## config.mk

```make
export PLATFORM = sky130hd
export DESIGN_NAME = avl_master_engine
export DESIGN_NICKNAME = d
export VERILOG_FILES = /design/src/rtl/avl_master_engine.sv
export SDC_FILE = /design/constraint.sdc
export NUM_CORES = 1
export LEC_CHECK = 0
export BUFFER_PORTS_ARGS = -buffer_cell sky130_fd_sc_hd__clkbuf_2
export CORE_MARGIN = 4
export CORE_UTILIZATION = 57
export CTS_CLUSTER_SIZE = 8
export DETAILED_ROUTE_END_ITERATION = 8
export PLACE_DENSITY = 0.77
export SLEW_MARGIN = 20
export SYNTH_ARGS = -nofsm -noshare
export SYNTH_HDL_FRONTEND = slang
export SYNTH_SLANG_ARGS = --single-unit
```

## constraint.sdc

```tcl
create_clock -name clk -period 4.52 [get_ports clk]
set_input_delay 0 -clock clk [delete_from_list [all_inputs] [get_ports clk]]
set_output_delay 0 -clock clk [all_outputs]
set_load 0.01 [all_outputs]
```

## src/rtl/avl_master_engine.sv

```systemverilog
// Avalon-MM initiator: queued commands -> single bus transfers, one response each, one outstanding at a time.
// Request follows command push by 1 edge; response is held until rsp_ready. Optional AVL_MASTER_ALIGN_CHECK_EN rejects misaligned addresses.
module avl_master_engine #(
  parameter int DEPTH   = 4,
  parameter int TIMEOUT = 256
) (
  input  logic        clk,
  input  logic        rst,
  input  logic        cmd_valid,
  output logic        cmd_ready,
  input  logic        cmd_write,
  input  logic [31:0] cmd_addr,
  input  logic [31:0] cmd_wdata,
  input  logic [3:0]  cmd_be,
  output logic        rsp_valid,
  input  logic        rsp_ready,
  output logic        rsp_write,
  output logic [31:0] rsp_data,
  output logic        rsp_err,
  output logic        busy,
  output logic [31:0] address,
  output logic [3:0]  byteenable,
  output logic [31:0] writedata,
  output logic        read,
  output logic        write,
  input  logic [31:0] readdata,
  input  logic        waitrequest
);

  localparam int AW    = $clog2(DEPTH);
  localparam int CW    = (TIMEOUT > 1) ? $clog2(TIMEOUT + 1) : 1;
  localparam int TO_M1 = (TIMEOUT > 0) ? TIMEOUT - 1 : 0;

  typedef struct packed {
    logic        write;
    logic [31:0] addr;
    logic [31:0] wdata;
    logic [3:0]  be;
  } cmd_t;

  typedef enum logic [1:0] {IDLE, BUS, RESP} state_t;

  state_t        state, state_nxt;
  cmd_t          mem [DEPTH];
  cmd_t          head;
  logic [AW-1:0] wr_ptr, rd_ptr;
  logic [AW:0]   count;
  logic [CW-1:0] wait_cnt;
  logic          push, pop, full, empty;
  logic          issue, done, abort, misalign;

  assign full      = (count == (AW+1)'(DEPTH));
  assign empty     = (count == '0);
  assign cmd_ready = !full;
  assign push      = cmd_valid && !full;
  assign head      = mem[rd_ptr];
  assign busy      = (state != IDLE) || !empty;

  always_ff @(posedge clk) begin
    if (push) mem[wr_ptr] <= '{write: cmd_write, addr: cmd_addr, wdata: cmd_wdata, be: cmd_be};
  end

  always_ff @(posedge clk or posedge rst) begin
    if (rst) begin
      wr_ptr <= '0;
      rd_ptr <= '0;
      count  <= '0;
    end else begin
      if (push) wr_ptr <= wr_ptr + 1'b1;
      if (pop)  rd_ptr <= rd_ptr + 1'b1;
      case ({push, pop})
        2'b10:   count <= count + 1'b1;
        2'b01:   count <= count - 1'b1;
        default: count <= count;
      endcase
    end
  end

  always_ff @(posedge clk or posedge rst) begin
    if (rst) state <= IDLE;
    else     state <= state_nxt;
  end

  always_comb begin
    state_nxt = state;
    pop       = 1'b0;
    issue     = 1'b0;
    done      = 1'b0;
    abort     = 1'b0;
    misalign  = 1'b0;
    case (state)
      IDLE: begin
        if (!empty) begin
          pop = 1'b1;
`ifdef AVL_MASTER_ALIGN_CHECK_EN
          if (head.addr[1:0] != 2'b00) begin
            misalign  = 1'b1;
            state_nxt = RESP;
          end else
`endif
          begin
            issue     = 1'b1;
            state_nxt = BUS;
          end
        end
      end
      BUS: begin
        if (!waitrequest) begin
          done      = 1'b1;
          state_nxt = RESP;
        end else if ((TIMEOUT != 0) && (wait_cnt == CW'(TO_M1))) begin
          abort     = 1'b1;
          state_nxt = RESP;
        end
      end
      RESP:    if (rsp_ready) state_nxt = IDLE;
      default: state_nxt = IDLE;
    endcase
  end

  // While in BUS, 'write' still holds the command type, so it feeds rsp_write directly.
  always_ff @(posedge clk or posedge rst) begin
    if (rst) begin
      address    <= '0;
      byteenable <= '0;
      writedata  <= '0;
      read       <= 1'b0;
      write      <= 1'b0;
      wait_cnt   <= '0;
      rsp_valid  <= 1'b0;
      rsp_write  <= 1'b0;
      rsp_data   <= '0;
      rsp_err    <= 1'b0;
    end else begin
      if (issue) begin
        address    <= head.addr;
        byteenable <= head.be;
        writedata  <= head.wdata;
        read       <= !head.write;
        write      <= head.write;
        wait_cnt   <= '0;
      end
      if ((state == BUS) && waitrequest && (TIMEOUT != 0)) wait_cnt <= wait_cnt + 1'b1;
      if (done || abort) begin
        read      <= 1'b0;
        write     <= 1'b0;
        rsp_valid <= 1'b1;
        rsp_write <= write;
        rsp_data  <= (done && !write) ? readdata : 32'h0;
        rsp_err   <= abort;
      end
      if (misalign) begin
        rsp_valid <= 1'b1;
        rsp_write <= head.write;
        rsp_data  <= 32'h0;
        rsp_err   <= 1'b1;
      end
      if ((state == RESP) && rsp_ready) rsp_valid <= 1'b0;
    end
  end

endmodule

```

# == Yosys cells after proc, flatten, opt, wreduce, memory -nomap -nowiden ==
# Memories as Yosys holds them, arrays and structs flattened.
# Index checks and enable logic that the tools add are counted.
# Widths: inputs -> output; s select.
# totals
reg_bits,123
ram_bits,276
out_inout_bits,107
n_memories,1
# op_classes
add_sub_neg,5
n_eq_ne,9
muxes,24
reduce_logical,18
# memory_table
memory,words,word_bits,read_ports,rd_clocked_by_memory_dff,write_ports,line,rtl
mem,4,69,1,0,1,44,cmd_t mem [DEPTH];
# ops
op,count
$mux 32,1
$mux 9,2
$mux 1,15
$reduce_bool 2->1,5
$add 9x1->9 const B,1
$eq 9x8->1 const B,1
$mux 2,4
$pmux 2 s3,1
$pmux 3 s2,1
$add 2x1->2 const B,2
$eq 2x1->1 const B,2
$eq 2x2->1 const B,2
$logic_and 1x1->1,4
$logic_not 1->1,4
$ne 2x2->1 const B,2
$add 3x1->3 const B,1
$eq 3x3->1 const B,1
$logic_not 3->1,1
$ne 3x3->1 const B,1
$reduce_and 3->1,1
$sub 3x1->3 const B,1
$logic_not 2->1,1
$logic_or 1x1->1,2

# == Depth between registers and ports, before layout ==
# depth
depth_word,7
depth_mapped,11
ltp_nobuf,9

# == Worst setup path after synthesis ==
# Ideal clock, no wire load.
# synth_timing
path_type,reg-to-reg
startpoint,register count[2]
endpoint,"memory mem[0][0] in the netlist's numbering, enable pin"
setup_ns,0.435
t_arrival_ns,2.355
t_required_ns,4.085
slack_ns,1.730
path_stages_with_launch,3
period_less_slack_ns,2.790
path_cell_list,dfrtp_1 > or3b_1 > and3_1
# synth_via
elab_chain_cells,5
# synth_rtl
item,line,rtl
from (decl),47,logic [AW:0] count;
from (signal assigned),72,2'b10: count <= count + 1'b1;
from (signal assigned),73,2'b01: count <= count - 1'b1;
from (signal assigned),74,default: count <= count;
$eq 3x3->1,52,assign full = (count == (AW+1)'(DEPTH));
$logic_not 1->1,n/a,
net cmd_ready,10,"output logic cmd_ready,"
$logic_and 1x1->1,55,assign push = cmd_valid && !full;
$mux 1,60,"if (push) mem[wr_ptr] <= '{write: cmd_write, addr: cmd_addr, wdata: cmd_wdata, be: cmd_be};"
$mux 1 (not written as such),60,
to (decl),44,
# The timed path passes the listed nets, and every way through them passes these cells.

# == Worst setup path after layout ==
# layout_timing
startpoint,register state[0]
endpoint,register address[28]
# layout_via
elab_chain_cells,2
# layout_rtl
item,line,rtl
from (decl),43,"state_t state, state_nxt;"
from (signal assigned),81,else state <= state_nxt;
$logic_not 2->1,91,case (state)
$mux 1,91,
to (signal assigned),136,address <= head.addr;
to (decl),21,"output logic [31:0] address,"
# No other way between the ends.
# A chain may end at the register's enable or synchronous reset.

==> impl_results.md <==
- Run status: finished clean
- Clk root buf: clkbuf_16
- Vias in the first global route: 8,743
- Yosys warns: 0
- CP Cell Sequence: nor2_1 -> nand2_2 -> inv_4 -> buf_4 -> mux2_2
- Number of synthesized flops with an enable pin: 276
- Synth top area cells: edfxtp_1 (55%), dfrtp_1 (21%), mux4_2 (10%)
- Grt ovf: 0
- Core Rows: 58
- Post-route DRC: 0
- Final Util: 74.62%
- Placed insts: 1,211
- Synthesis-to-layout area growth: 27.27%
- Via density: 5.585
- Crit-path max FO: 39
- Cell taking the most area after synthesis: edfxtp_1
- Clock slew at reported path FFs: 0.05 ns
- Most frequent cell after synthesis: edfxtp_1
- Antenna Violating Nets Remaining: 0
- Worst Setup End Kind: register
- Core Area: 0.02547 sq mm
- Overall Global Routing Usage: 22.32%
- Clock skew: 0.01861 ns
- RSZ-0062 raised after global routing: false
- Initial cell density of the core: 58.64%
- Final TNS setup: 0 ns
- Synthesized Nets: 805
- H-tree level count: 2
- Flop pwr share: 43.0%
- WP buf/inv: 2
- Slew Viols, Final: 0
- #FFs+latches synth: 399
- Die Ht: 169.9 um
- Yosys top cell area share: 55.49%
- CP startpoint kind: register
- Initial DRC Count: 561
- Num ports: 213
- Delay-heaviest family, CP: buffers and inverters
- CP Data Arrival Time: 3.01 ns
- Wire length per cell: 22.22 um
- First-pass GRT wire length: 49,640 um
- Pwr dens: 700.1 mW/mm^2
- DR vias: 7,914
- Commonest cells in the netlist: edfxtp_1 (276), dfrtp_1 (123), mux4_2 (69)
- Antenna violations before repair: 2
- Post-layout instance area: 0.01901 sq mm
- Final Wtd Congestion: 0.7832
- Largest incremental delay on the critical path: 0.67 ns
- Register area share after synthesis: 76.10%
- Final Setup Violations: 0
- Hold Vio Cnt, Final: 0
- Worst Tran Pin Value: 1.120 ns
- Critical path class: register to register
- Nets: 1,157
- Fin cells: 1,417
- Die ar.: 0.02886 sq mm
- Syn avg cell area: 21.61 sq um
- Tightest Hold Check Type: input pin to asynchronous set/reset pin
- Share of cells above drive strength 1: 39.82%
- Final min period: 2.578 ns
- Drt first pass iters: 5
- Worst path slowest cell: buf_4
- Synth Cell Area: 0.01494 sq mm
- Predominant post-synthesis flop cell: edfxtp_1
- Netlist cell types: 44
- Slew HR: 25.35%
- Final wirelength: 31,490 um
- Placed Instance Area: 0.01635 sq mm
- FMAX: 0.3878 GHz
- Comb pwr share: 28.8%
- Clock network fraction of design power: 28.2%
- Max Cap Violations: 0
- Post-cts resize count: 0
- Clk Latency, worst-skew pair: 0.56 ns
- Sw Ratio: 29.11%
- Leakage: 7.447 nW
- Clock tree from TritonCTS: done
- Die width: 169.9 um
- Dpl hpwl: 17,170 um
- Largest net degree at the start of global routing: 71
- Sw Pwr: 3.874 mW
- Peak VDD IR: 0.4169 mV
- Max Root-Sink Buffers: 3
- Port Buffers: 212
- Period utilization: 57.04%
- FFs w/ async S/R, synth: 30.83%
- P_int: 9.434 mW
- Post-synthesis cell count: 691
- Num CTS Buffers: 55
- Critical Path RT: 4.95 ns
- Clock sink total: 399
[worst register-to-register path, delay by kind of cell (launching register included)]
| family | cells | cell delay [ns] |
|---|---|---|
| buf+inv | 2 | 1.18 |
| simple gates | 2 | 0.42 |
| flops | 1 | 0.42 |
| mux | 1 | 0.42 |
[repair_timing]
item,4_1_cts,5_1_grt
setup buffers,0,0
hold buffers,105,0
endpoints found under the hold margin,370,0
[per-layer routing]
metal	GRT usage [%]	up-vias	share of wire (%)
li1	-	3503	-
met1	29.42	4029	40
met3	5.203	47	7.2
met4	5.425	0	1.8
met2	38.34	335	51
met5	0	-	0
[state kept, by name (all words and copies together) (netlist names)]
| register | cells |
|---|---|
| address | 32 |
| rsp_valid | 1 |
| wait_cnt | 9 |
| mem | 276 |
| rsp_err | 1 |
| byteenable | 4 |
| read | 1 |
| write | 1 |
| rsp_write | 1 |
| state | 2 |
| count | 3 |
| writedata | 32 |
| rsp_data | 32 |
| rd_ptr | 2 |
| wr_ptr | 2 |
[through the flow]
| step | hold WS (ns) | total power, mW | worst slack (ns) |
|---|---|---|---|
| finish | 0.1102 | 13.31 | 1.942 |
| detailed placement | 0.1622 | 9.530 | 1.948 |
| CTS | 0.1322 | 13.41 | 1.928 |
| global placement | 0.1579 | 9.398 | 2.014 |
| global route | 0.1823 | 13.97 | 1.770 |
| floorplan | 0.09887 | 8.326 | 1.249 |
[power groups by stage]
stage               registers (mW)  logic [mW]  clock network, mW
floorplan                     5.64        2.69                  0
global placement              5.73        3.67                  0
detailed placement            5.77        3.76                  0
CTS                           5.73        3.87               3.81
global route                  5.84        4.12               4.01
finish                        5.72        3.83               3.76
[cell type report]
cell class,instances,area [sq um]
inverter,12,50.05
antenna,2,5.005
tap,330,412.9
timing repair buffer,327,2200
clock buffer,98,1580
sequential,399,11370
multi-input combinational,248,3367
clock inverter,1,20.02
fill,1411,6464
[path summary, 6_finish.rpt]
check                                                end                     from  depth (start not counted)  slack (ns)
worst max-delay path             address[28]$_DFFE_PP0P_     state[0]$_DFFE_PP0P_                          5        1.94
worst min-delay path            rsp_data[20]$_DFFE_PP0P_                      rst                          3        0.11
worst max register to register   address[28]$_DFFE_PP0P_     state[0]$_DFFE_PP0P_                          5        1.94
worst min register to register   wait_cnt[7]$_DFFE_PP0P_  wait_cnt[7]$_DFFE_PP0P_                          1        0.49
max in group asynchronous        address[23]$_DFFE_PP0P_                      rst                          4        3.38
min in group clk                    mem[2][32]$_DFFE_PP_            cmd_wdata[28]                          2        0.20
[cells by family (layout without fill, tap and decap cells)]
logic type                 count (synthesis)  count (layout)  synth area share [%]
AOI/OAI and AO/OA                         52              52                 2.714
xor gates and xnor gates                   7               7                0.4105
adders and majority gates                  8               8                0.7204
buffers and inverters                     44             438                 1.525
DFF                                      399             399                 76.10
muxes                                    143             143                 17.03
other                                      0               2                     0
and+or+nand+nor                           38              38                 1.500
[cell usage in the layout, fill, tap and decap left out, types with 10 or more instances in the layout]
master	n
mux4_2	69
clkbuf_1	41
mux2_4	43
dfrtp_1	121
clkbuf_16	57
clkbuf_2	212
edfxtp_1	276
inv_1	10
a22o_1	32
dlygate4sd3_1	105
mux2_2	27
Note: power is estimated with default switching activity, not from simulation.
